**config.mk**
```make
export PLATFORM = sky130hd
export DESIGN_NAME = arp_field_extractor
export DESIGN_NICKNAME = d
export VERILOG_FILES = /design/src/rtl/arp_pkg.sv /design/src/rtl/arp_field_window.sv /design/src/rtl/arp_field_extractor.sv
export SDC_FILE = /design/constraint.sdc
export NUM_CORES = 1
export LEC_CHECK = 0
export ABC_CLOCK_PERIOD_IN_PS = 3140
export CORE_MARGIN = 2
export CORE_UTILIZATION = 29
export DETAILED_ROUTE_END_ITERATION = 10
export PLACE_DENSITY = 0.61
export SYNTH_ARGS = -nofsm -noshare
export SYNTH_HDL_FRONTEND = slang
export SYNTH_SLANG_ARGS = --single-unit
```
**constraint.sdc**
```tcl
create_clock -name clock -period 3.14 [get_ports clock]
set_input_delay 0.314 -clock clock [delete_from_list [all_inputs] [get_ports clock]]
set_output_delay 0.314 -clock clock [all_outputs]
set_load 0.02 [all_outputs]
```
**src/rtl/arp_pkg.sv**
```systemverilog
// Shared types and constants for the ARP payload extractor.
// Fixed ARP/Ethernet/IPv4 header values, field lengths and the FSM state encoding.
package arp_pkg;

  typedef enum logic [2:0] {
    IDLE = 3'd0,
    HDR  = 3'd1,
    BODY = 3'd2,
    DONE = 3'd3,
    SKIP = 3'd4
  } arp_state_e;

  localparam logic [15:0] HTYPE_ETH  = 16'h0001;
  localparam logic [15:0] PTYPE_IPV4 = 16'h0800;
  localparam logic [7:0]  HLEN_MAC   = 8'd6;
  localparam logic [7:0]  PLEN_IP    = 8'd4;
  localparam logic [15:0] OPER_REQ   = 16'd1;
  localparam logic [15:0] OPER_REP   = 16'd2;

  localparam int MAC_LEN = 6;
  localparam int IP_LEN  = 4;

  // Per-byte check of the 8-byte fixed header; idx is the header offset.
  function automatic logic hdr_byte_ok(input logic [2:0] idx, input logic [7:0] b);
    logic ok;
    case (idx)
      3'd0:    ok = (b == HTYPE_ETH[15:8]);
      3'd1:    ok = (b == HTYPE_ETH[7:0]);
      3'd2:    ok = (b == PTYPE_IPV4[15:8]);
      3'd3:    ok = (b == PTYPE_IPV4[7:0]);
      3'd4:    ok = (b == HLEN_MAC);
      3'd5:    ok = (b == PLEN_IP);
      3'd6:    ok = (b == OPER_REQ[15:8]);
      3'd7:    ok = (b == OPER_REQ[7:0]) || (b == OPER_REP[7:0]);
      default: ok = 1'b0;
    endcase
    return ok;
  endfunction

endpackage

```
**src/rtl/arp_field_window.sv**
```systemverilog
// Offset-window decoder: raises wren while off lies in [OFF, OFF+LEN-1] and en is set.
module arp_field_window #(
  parameter int OFF   = 8,
  parameter int LEN   = 6,
  parameter int CNT_W = 6
) (
  input  logic [CNT_W-1:0] off,
  input  logic             en,
  output logic             wren
);

  localparam logic [CNT_W-1:0] LO = CNT_W'(OFF);
  localparam logic [CNT_W-1:0] HI = CNT_W'(OFF + LEN - 1);

  assign wren = en && (off >= LO) && (off <= HI);

endmodule

```
**src/rtl/arp_field_extractor.sv**
```systemverilog
// Byte-serial ARP payload parser: header validation, field strobes and SHA/SPA/TPA/OPER capture.
// Optional macro ARP_TPA_FILTER_EN enables the TPA == my_ip comparison for for_us.
module arp_field_extractor
  import arp_pkg::*;
#(
  parameter int CNT_W   = 6,
  parameter int SHA_OFF = 8,
  parameter int SPA_OFF = 14,
  parameter int THA_OFF = 18,
  parameter int TPA_OFF = 24,
  parameter int ARP_LEN = 28
) (
  input  logic             clock,
  input  logic             aclr_n,
  input  logic             sclr,
  input  logic             data_en,
  input  logic [7:0]       data,
  input  logic [31:0]      my_ip,
  output logic [7:0]       byte_q,
  output logic [CNT_W-1:0] off_q,
  output logic             sha_wren,
  output logic             spa_wren,
  output logic             tha_wren,
  output logic             tpa_wren,
  output logic [47:0]      sender_mac,
  output logic [31:0]      sender_ip,
  output logic [31:0]      target_ip,
  output logic [15:0]      opcode,
  output logic             arp_valid,
  output logic             is_request,
  output logic             for_us,
  output logic             arp_err
);

  localparam logic [CNT_W-1:0] CNT_ZERO = {CNT_W{1'b0}};
  localparam logic [CNT_W-1:0] CNT_ONE  = {{(CNT_W-1){1'b0}}, 1'b1};
  localparam logic [CNT_W-1:0] CNT_MAX  = {CNT_W{1'b1}};
  localparam logic [CNT_W-1:0] HDR_LAST = CNT_W'(7);
  localparam logic [CNT_W-1:0] OP_LO    = CNT_W'(6);
  localparam logic [CNT_W-1:0] LAST_OFF = CNT_W'(ARP_LEN - 1);
  localparam logic [CNT_W-1:0] SHA_LO   = CNT_W'(SHA_OFF);
  localparam logic [CNT_W-1:0] SHA_HI   = CNT_W'(SHA_OFF + MAC_LEN - 1);
  localparam logic [CNT_W-1:0] SPA_LO   = CNT_W'(SPA_OFF);
  localparam logic [CNT_W-1:0] SPA_HI   = CNT_W'(SPA_OFF + IP_LEN - 1);
  localparam logic [CNT_W-1:0] TPA_LO   = CNT_W'(TPA_OFF);
  localparam logic [CNT_W-1:0] TPA_HI   = CNT_W'(TPA_OFF + IP_LEN - 1);

  arp_state_e       state_r, state_nx_s;
  logic [CNT_W-1:0] cnt_r, cnt_nx_s, cur_off_s;
  logic             bad_r, bad_nx_s, hdr_ok_s;
  logic             valid_nx_s, err_nx_s, fld_en_r, match_s;
  logic [47:0]      sha_w_r, sha_nx_s;
  logic [31:0]      spa_w_r, spa_nx_s, tpa_w_r, tpa_nx_s;
  logic [15:0]      op_w_r, op_nx_s;

  // Offset of the byte currently on data; a new frame always starts at 0 from IDLE.
  always_comb begin
    cur_off_s = cnt_r;
    if (state_r == IDLE) begin
      cur_off_s = CNT_ZERO;
    end else begin
      cur_off_s = cnt_r;
    end
  end

  // Saturating byte counter, cleared between frames so padding can never wrap onto a field.
  always_comb begin
    cnt_nx_s = CNT_ZERO;
    if (!data_en) begin
      cnt_nx_s = CNT_ZERO;
    end else if (cur_off_s == CNT_MAX) begin
      cnt_nx_s = CNT_MAX;
    end else begin
      cnt_nx_s = cur_off_s + CNT_ONE;
    end
  end

  assign hdr_ok_s = hdr_byte_ok(cur_off_s[2:0], data);

  // Next-state logic with the valid/error pulse decisions.
  always_comb begin
    state_nx_s = state_r;
    bad_nx_s   = bad_r;
    valid_nx_s = 1'b0;
    err_nx_s   = 1'b0;
    case (state_r)
      IDLE: begin
        if (data_en) begin
          state_nx_s = HDR;
          bad_nx_s   = !hdr_ok_s;
        end else begin
          state_nx_s = IDLE;
          bad_nx_s   = 1'b0;
        end
      end
      HDR: begin
        if (!data_en) begin
          state_nx_s = IDLE;
          err_nx_s   = 1'b1;
        end else begin
          bad_nx_s = bad_r || !hdr_ok_s;
          if (cur_off_s != HDR_LAST) begin
            state_nx_s = HDR;
          end else if (bad_nx_s) begin
            state_nx_s = SKIP;
            err_nx_s   = 1'b1;
          end else begin
            state_nx_s = BODY;
          end
        end
      end
      BODY: begin
        if (!data_en) begin
          state_nx_s = IDLE;
          err_nx_s   = 1'b1;
        end else if (cur_off_s == LAST_OFF) begin
          state_nx_s = DONE;
          valid_nx_s = 1'b1;
        end else begin
          state_nx_s = BODY;
        end
      end
      DONE, SKIP: begin
        if (!data_en) begin
          state_nx_s = IDLE;
        end else begin
          state_nx_s = state_r;
        end
      end
      default: begin
        state_nx_s = IDLE;
        bad_nx_s   = 1'b0;
      end
    endcase
  end

  // State register.
  always_ff @(posedge clock or negedge aclr_n) begin
    if (!aclr_n) begin
      state_r <= IDLE;
    end else if (sclr) begin
      state_r <= IDLE;
    end else begin
      state_r <= state_nx_s;
    end
  end

  // Working field shifters; MSB arrives first so each byte shifts in at the bottom.
  always_comb begin
    sha_nx_s = sha_w_r;
    spa_nx_s = spa_w_r;
    tpa_nx_s = tpa_w_r;
    op_nx_s  = op_w_r;
    if (data_en && (state_r == HDR) && (cur_off_s >= OP_LO) && (cur_off_s <= HDR_LAST)) begin
      op_nx_s = {op_w_r[7:0], data};
    end else begin
      op_nx_s = op_w_r;
    end
    if (data_en && (state_r == BODY)) begin
      if ((cur_off_s >= SHA_LO) && (cur_off_s <= SHA_HI)) begin
        sha_nx_s = {sha_w_r[39:0], data};
      end else begin
        sha_nx_s = sha_w_r;
      end
      if ((cur_off_s >= SPA_LO) && (cur_off_s <= SPA_HI)) begin
        spa_nx_s = {spa_w_r[23:0], data};
      end else begin
        spa_nx_s = spa_w_r;
      end
      if ((cur_off_s >= TPA_LO) && (cur_off_s <= TPA_HI)) begin
        tpa_nx_s = {tpa_w_r[23:0], data};
      end else begin
        tpa_nx_s = tpa_w_r;
      end
    end else begin
      sha_nx_s = sha_w_r;
      spa_nx_s = spa_w_r;
      tpa_nx_s = tpa_w_r;
    end
  end

`ifdef ARP_TPA_FILTER_EN
  assign match_s = (tpa_nx_s == my_ip);
`else
  logic unused_s;
  assign unused_s = ^my_ip;
  assign match_s  = 1'b1;
`endif

  // Byte pipeline, counter and working registers.
  always_ff @(posedge clock or negedge aclr_n) begin
    if (!aclr_n) begin
      cnt_r    <= CNT_ZERO;
      bad_r    <= 1'b0;
      byte_q   <= 8'h00;
      off_q    <= CNT_ZERO;
      fld_en_r <= 1'b0;
      sha_w_r  <= 48'h0;
      spa_w_r  <= 32'h0;
      tpa_w_r  <= 32'h0;
      op_w_r   <= 16'h0;
    end else if (sclr) begin
      cnt_r    <= CNT_ZERO;
      bad_r    <= 1'b0;
      byte_q   <= 8'h00;
      off_q    <= CNT_ZERO;
      fld_en_r <= 1'b0;
      sha_w_r  <= 48'h0;
      spa_w_r  <= 32'h0;
      tpa_w_r  <= 32'h0;
      op_w_r   <= 16'h0;
    end else begin
      cnt_r    <= cnt_nx_s;
      bad_r    <= bad_nx_s;
      byte_q   <= data;
      off_q    <= data_en ? cur_off_s : CNT_ZERO;
      fld_en_r <= data_en && ((state_r == IDLE) || (state_r == HDR) || (state_r == BODY));
      sha_w_r  <= sha_nx_s;
      spa_w_r  <= spa_nx_s;
      tpa_w_r  <= tpa_nx_s;
      op_w_r   <= op_nx_s;
    end
  end

  // Result registers: pulses every cycle, captured fields only on a complete frame.
  always_ff @(posedge clock or negedge aclr_n) begin
    if (!aclr_n) begin
      arp_valid  <= 1'b0;
      arp_err    <= 1'b0;
      is_request <= 1'b0;
      for_us     <= 1'b0;
      sender_mac <= 48'h0;
      sender_ip  <= 32'h0;
      target_ip  <= 32'h0;
      opcode     <= 16'h0;
    end else if (sclr) begin
      arp_valid  <= 1'b0;
      arp_err    <= 1'b0;
      is_request <= 1'b0;
      for_us     <= 1'b0;
      sender_mac <= 48'h0;
      sender_ip  <= 32'h0;
      target_ip  <= 32'h0;
      opcode     <= 16'h0;
    end else begin
      arp_valid  <= valid_nx_s;
      arp_err    <= err_nx_s;
      is_request <= valid_nx_s && (op_nx_s == OPER_REQ);
      for_us     <= valid_nx_s && match_s;
      if (valid_nx_s) begin
        sender_mac <= sha_nx_s;
        sender_ip  <= spa_nx_s;
        target_ip  <= tpa_nx_s;
        opcode     <= op_nx_s;
      end else begin
        sender_mac <= sender_mac;
        sender_ip  <= sender_ip;
        target_ip  <= target_ip;
        opcode     <= opcode;
      end
    end
  end

  arp_field_window #(.OFF(SHA_OFF), .LEN(MAC_LEN), .CNT_W(CNT_W)) u_sha_win (
    .off(off_q), .en(fld_en_r), .wren(sha_wren)
  );
  arp_field_window #(.OFF(SPA_OFF), .LEN(IP_LEN), .CNT_W(CNT_W)) u_spa_win (
    .off(off_q), .en(fld_en_r), .wren(spa_wren)
  );
  arp_field_window #(.OFF(THA_OFF), .LEN(MAC_LEN), .CNT_W(CNT_W)) u_tha_win (
    .off(off_q), .en(fld_en_r), .wren(tha_wren)
  );
  arp_field_window #(.OFF(TPA_OFF), .LEN(IP_LEN), .CNT_W(CNT_W)) u_tpa_win (
    .off(off_q), .en(fld_en_r), .wren(tpa_wren)
  );

endmodule

```
==> impl_metrics.json <==
{
  "synth_top_family_by_area": "simple AND/OR/NAND/NOR gates",
  "start_util_pct": 29.49,
  "synth_most_common_cell": "dfrtp_1",
  "vias": 8116,
  "synth_nets": 1108,
  "drc": 0,
  "postCtsSetupBuffers": 0,
  "clkSinkCount": 276,
  "synth-seq-cells": 276,
  "synth_edf_count": 0,
  "grt_pass1_vias": 8173,
  "num_antenna_cells": 0,
  "nets": 1241,
  "max-slew-margin-rel_pct": 42.75,
  "swShare_pct": 22.52,
  "grtUsageTotal_pct": 14.35,
  "synth_compound_area_share_pct": 11.41,
  "critPathLaunch": "state_r[2]$_DFFE_PN0P_",
  "die_y_um": 202.7,
  "synthTopCellsByArea": "dfrtp_1 (60%), mux2i_1 (8.4%), nor2_1 (7.1%)",
  "switchingPower_uw": 1650,
  "finalSetupTns_ns": 0,
  "synth_xor_area_share_pct": 0.2295,
  "cp-end-kind": "flop",
  "ant_nets": 0,
  "worstSetupStartpointType": "flop",
  "setup_viol": 0,
  "grt_start_max_net_pins": 127,
  "hpwlAfterDp_um": 19100,
  "area_growth_syn_to_layout_pct": 27.57,
  "first_iter_violations": 520,
  "pwr-share-seq_pct": 48.7,
  "netlist.area_leader.share_pct": 60.32,
  "rsz0062_at_grt": "no",
  "core_um2": 38830,
  "fillCellCount": 3823,
  "slew_viol_final": 0,
  "drtPass1Iterations": 5,
  "reg2reg_from": "state_r[2]$_DFFE_PN0P_",
  "hold_start": "sclr",
  "met1_usage_pct": 19.10,
  "cts_max_level": 1,
  "die_x_um": 202.7,
  "die_area_um2": 41090,
  "synth_area_um2": 11450,
  "period_minus_slack_ns": 2.906,
  "num_rows": 72,
  "clk_pin_slew_ns": 0.06,
  "viasPerCell": 4.683,
  "clkPwrFrac_pct": 47.8,
  "ys_async_sr_fraction_pct": 100.0,
  "ys.flop_type": "dfrtp_1",
  "drv_cap": 0,
  "port_buffers": 161,
  "r2r_cells": 10,
  "routed_wl_um": 29560,
  "grt_util_met2_pct": 23.84,
  "peakVddDrop_v": 0.0004201,
  "cts_resized": 0,
  "timing.final.crit_share_pct": 92.55,
  "cts_tree": "done",
  "synthMuxAreaShare_pct": 8.393,
  "grt_util_met3_pct": 3.355,
  "hp-class": "input pin to flop",
  "critPathCapture": "arp_err$_DFF_PN0_",
  "clkLatencyLatePin_ns": 0.57,
  "cp_max_fo": 5,
  "ioPinCount": 194,
  "grt.busiest_layer": "met2",
  "hold_viol": 0,
  "numCtsBuffers": 31,
  "combinationalPowerShare_pct": 3.4,
  "grt_overflow": 0,
  "skew_ns": 0.02408,
  "clk_path_buf_depth": 3,
  "crit_required_ns": 3.61,
  "ctsHoldBuffers": 1,
  "rr_endpoint": "arp_err$_DFF_PN0_",
  "finalWeightedCongestion": 0.7852,
  "netlist_instances": 1057,
  "grt_first_pass_wirelength_um": 47240,
  "outcome": "complete, no violations",
  "synthAdderAreaFrac_pct": 0.7649,
  "drive_above_1_share_pct": 8.313,
  "antenna_found_initial": 0,
  "fmax_mhz": 344.1,
  "p_leak_uw": 0.006148,
  "r2r_setup_slack_ns": 0.23,
  "synth.distinct_cells": 52,
  "routedWlPerCell_um": 17.06,
  "p_int_uw": 5676,
  "yosys-top-cells-count": "dfrtp_1 (276), nor2_1 (217), nand2_1 (120)",
  "synth_simple_gate_area_share_pct": 14.76,
  "synth_top_area_cell": "dfrtp_1",
  "yosysSeqAreaShare_pct": 60.32,
  "critPathArrivalTime_ns": 3.37,
  "worst-setup-path-type": "flop to flop",
  "yosys_warnings": 0,
  "holdWs_ns": 0.2422,
  "worst_slew_pin_slew_ns": 0.8587,
  "pwr_density_cell_nw_per_um2": 501.5,
  "finalPower_uw": 7326,
  "cts_root_buffer": "clkbuf_16",
  "postSynthAreaPerCell_um2": 10.83
}
==> layout make-up <==
| type | count | area, um^2 | area share [%] |
|---|---|---|---|
| clock inverters | 10 | 60.06 | 0.4112 |
| repair buffers | 191 | 1936 | 13.25 |
| clock buffers | 48 | 939.7 | 6.433 |
| well taps | 518 | 648.1 | 4.437 |
| flip-flops and latches | 276 | 6907 | 47.28 |
| multi-input cells | 685 | 4098 | 28.05 |
| inverters | 5 | 18.77 | 0.1285 |
==> cell usage in the layout, fill, tap and decap left out, types with 7 or more instances in the layout <==
| cell type | instances |
|---|---|
| a211oi_1 | 88 |
| a211oi_2 | 10 |
| a21oi_1 | 62 |
| buf_12 | 7 |
| buf_4 | 22 |
| clkbuf_1 | 7 |
| clkbuf_16 | 31 |
| clkbuf_8 | 11 |
| clkdlybuf4s50_1 | 159 |
| clkinv_2 | 7 |
| dfrtp_1 | 276 |
| ha_1 | 7 |
| mux2i_1 | 96 |
| nand2_1 | 120 |
| nand3_1 | 7 |
| nor2_1 | 217 |
| nor2b_1 | 11 |
==> cells by family (layout without fill, tap and decap cells) <==
| family | after synthesis | after routing |
|---|---|---|
| buffers and inverters | 96 | 254 |
| multiplexers | 96 | 96 |
| XOR/XNOR | 3 | 3 |
| flip-flops | 276 | 276 |
| AO/OA/AOI/OAI | 186 | 186 |
| AND/OR/NAND/NOR | 393 | 393 |
| adder cells (fa/ha/maj) | 7 | 7 |
==> registers in the layout, indices dropped and copies added (netlist names) <==
register    cells
is_request      1
target_ip      32
spa_w_r        32
op_w_r         16
sender_mac     48
cnt_r           6
sender_ip      32
sha_w_r        48
byte_q          8
bad_r           1
fld_en_r        1
off_q           6
state_r         3
for_us          1
tpa_w_r        24
opcode         16
arp_err         1
==> metal layers <==
metal | wire (um) | up-vias
li1 | - | 3888
met5 | 0 | -
met1 | 13220 | 4001
met4 | 423 | 0
met2 | 14120 | 191
met3 | 1787 | 36
==> stage by stage <==
| stage | util [%] | std cells | area (um^2) | worst slack [ns] |
|---|---|---|---|---|
| 6_report | 37.62 | 1733 | 14610 | 0.2339 |
| 3_5_place_dp | 35.02 | 1674 | 13600 | 0.2696 |
| 3_3_place_gp | 35.02 | 1674 | 13600 | 0.3483 |
| 5_1_grt | 37.62 | 1733 | 14610 | 0.1142 |
| 2_1_floorplan | - | 1057 | 11450 | 0.06681 |
| 4_1_cts | 37.62 | 1733 | 14610 | 0.2477 |
==> worst min-delay path by stage <==
stage                     cells after the start                          to  slack [ns]
after floorplan                               0           arp_err$_DFF_PN0_        0.02
after global placement                        1        sha_w_r[9]$_DFF_PN0_        0.39
after detailed placement                      1  sender_mac[17]$_DFFE_PN0P_        0.39
after CTS                                     2         op_w_r[3]$_DFF_PN0_        0.23
after global routing                          2         op_w_r[3]$_DFF_PN0_        0.25
final                                         2         op_w_r[3]$_DFF_PN0_        0.24
==> critical path: stages (launching register included) <==
cell and delay (ns):
dfrtp_1 0.37, or3_1 0.42, nand2_1 0.19, inv_1 0.09, ha_1 0.24, ha_1 0.22
or4_1 0.49, a21oi_1 0.24, or3b_1 0.15, o31ai_1 0.10, o31ai_1 0.29
==> power groups by stage <==
stage	Clock (uW)	Combinational [uW]	Sequential, uW
after global routing	3750	279	3570
final	3500	250	3570
after detailed placement	0	258	3630
after global placement	0	256	3630
after floorplan	0	86.0	3640
after CTS	3610	259	3570
(Power assumes the default switching activity.)
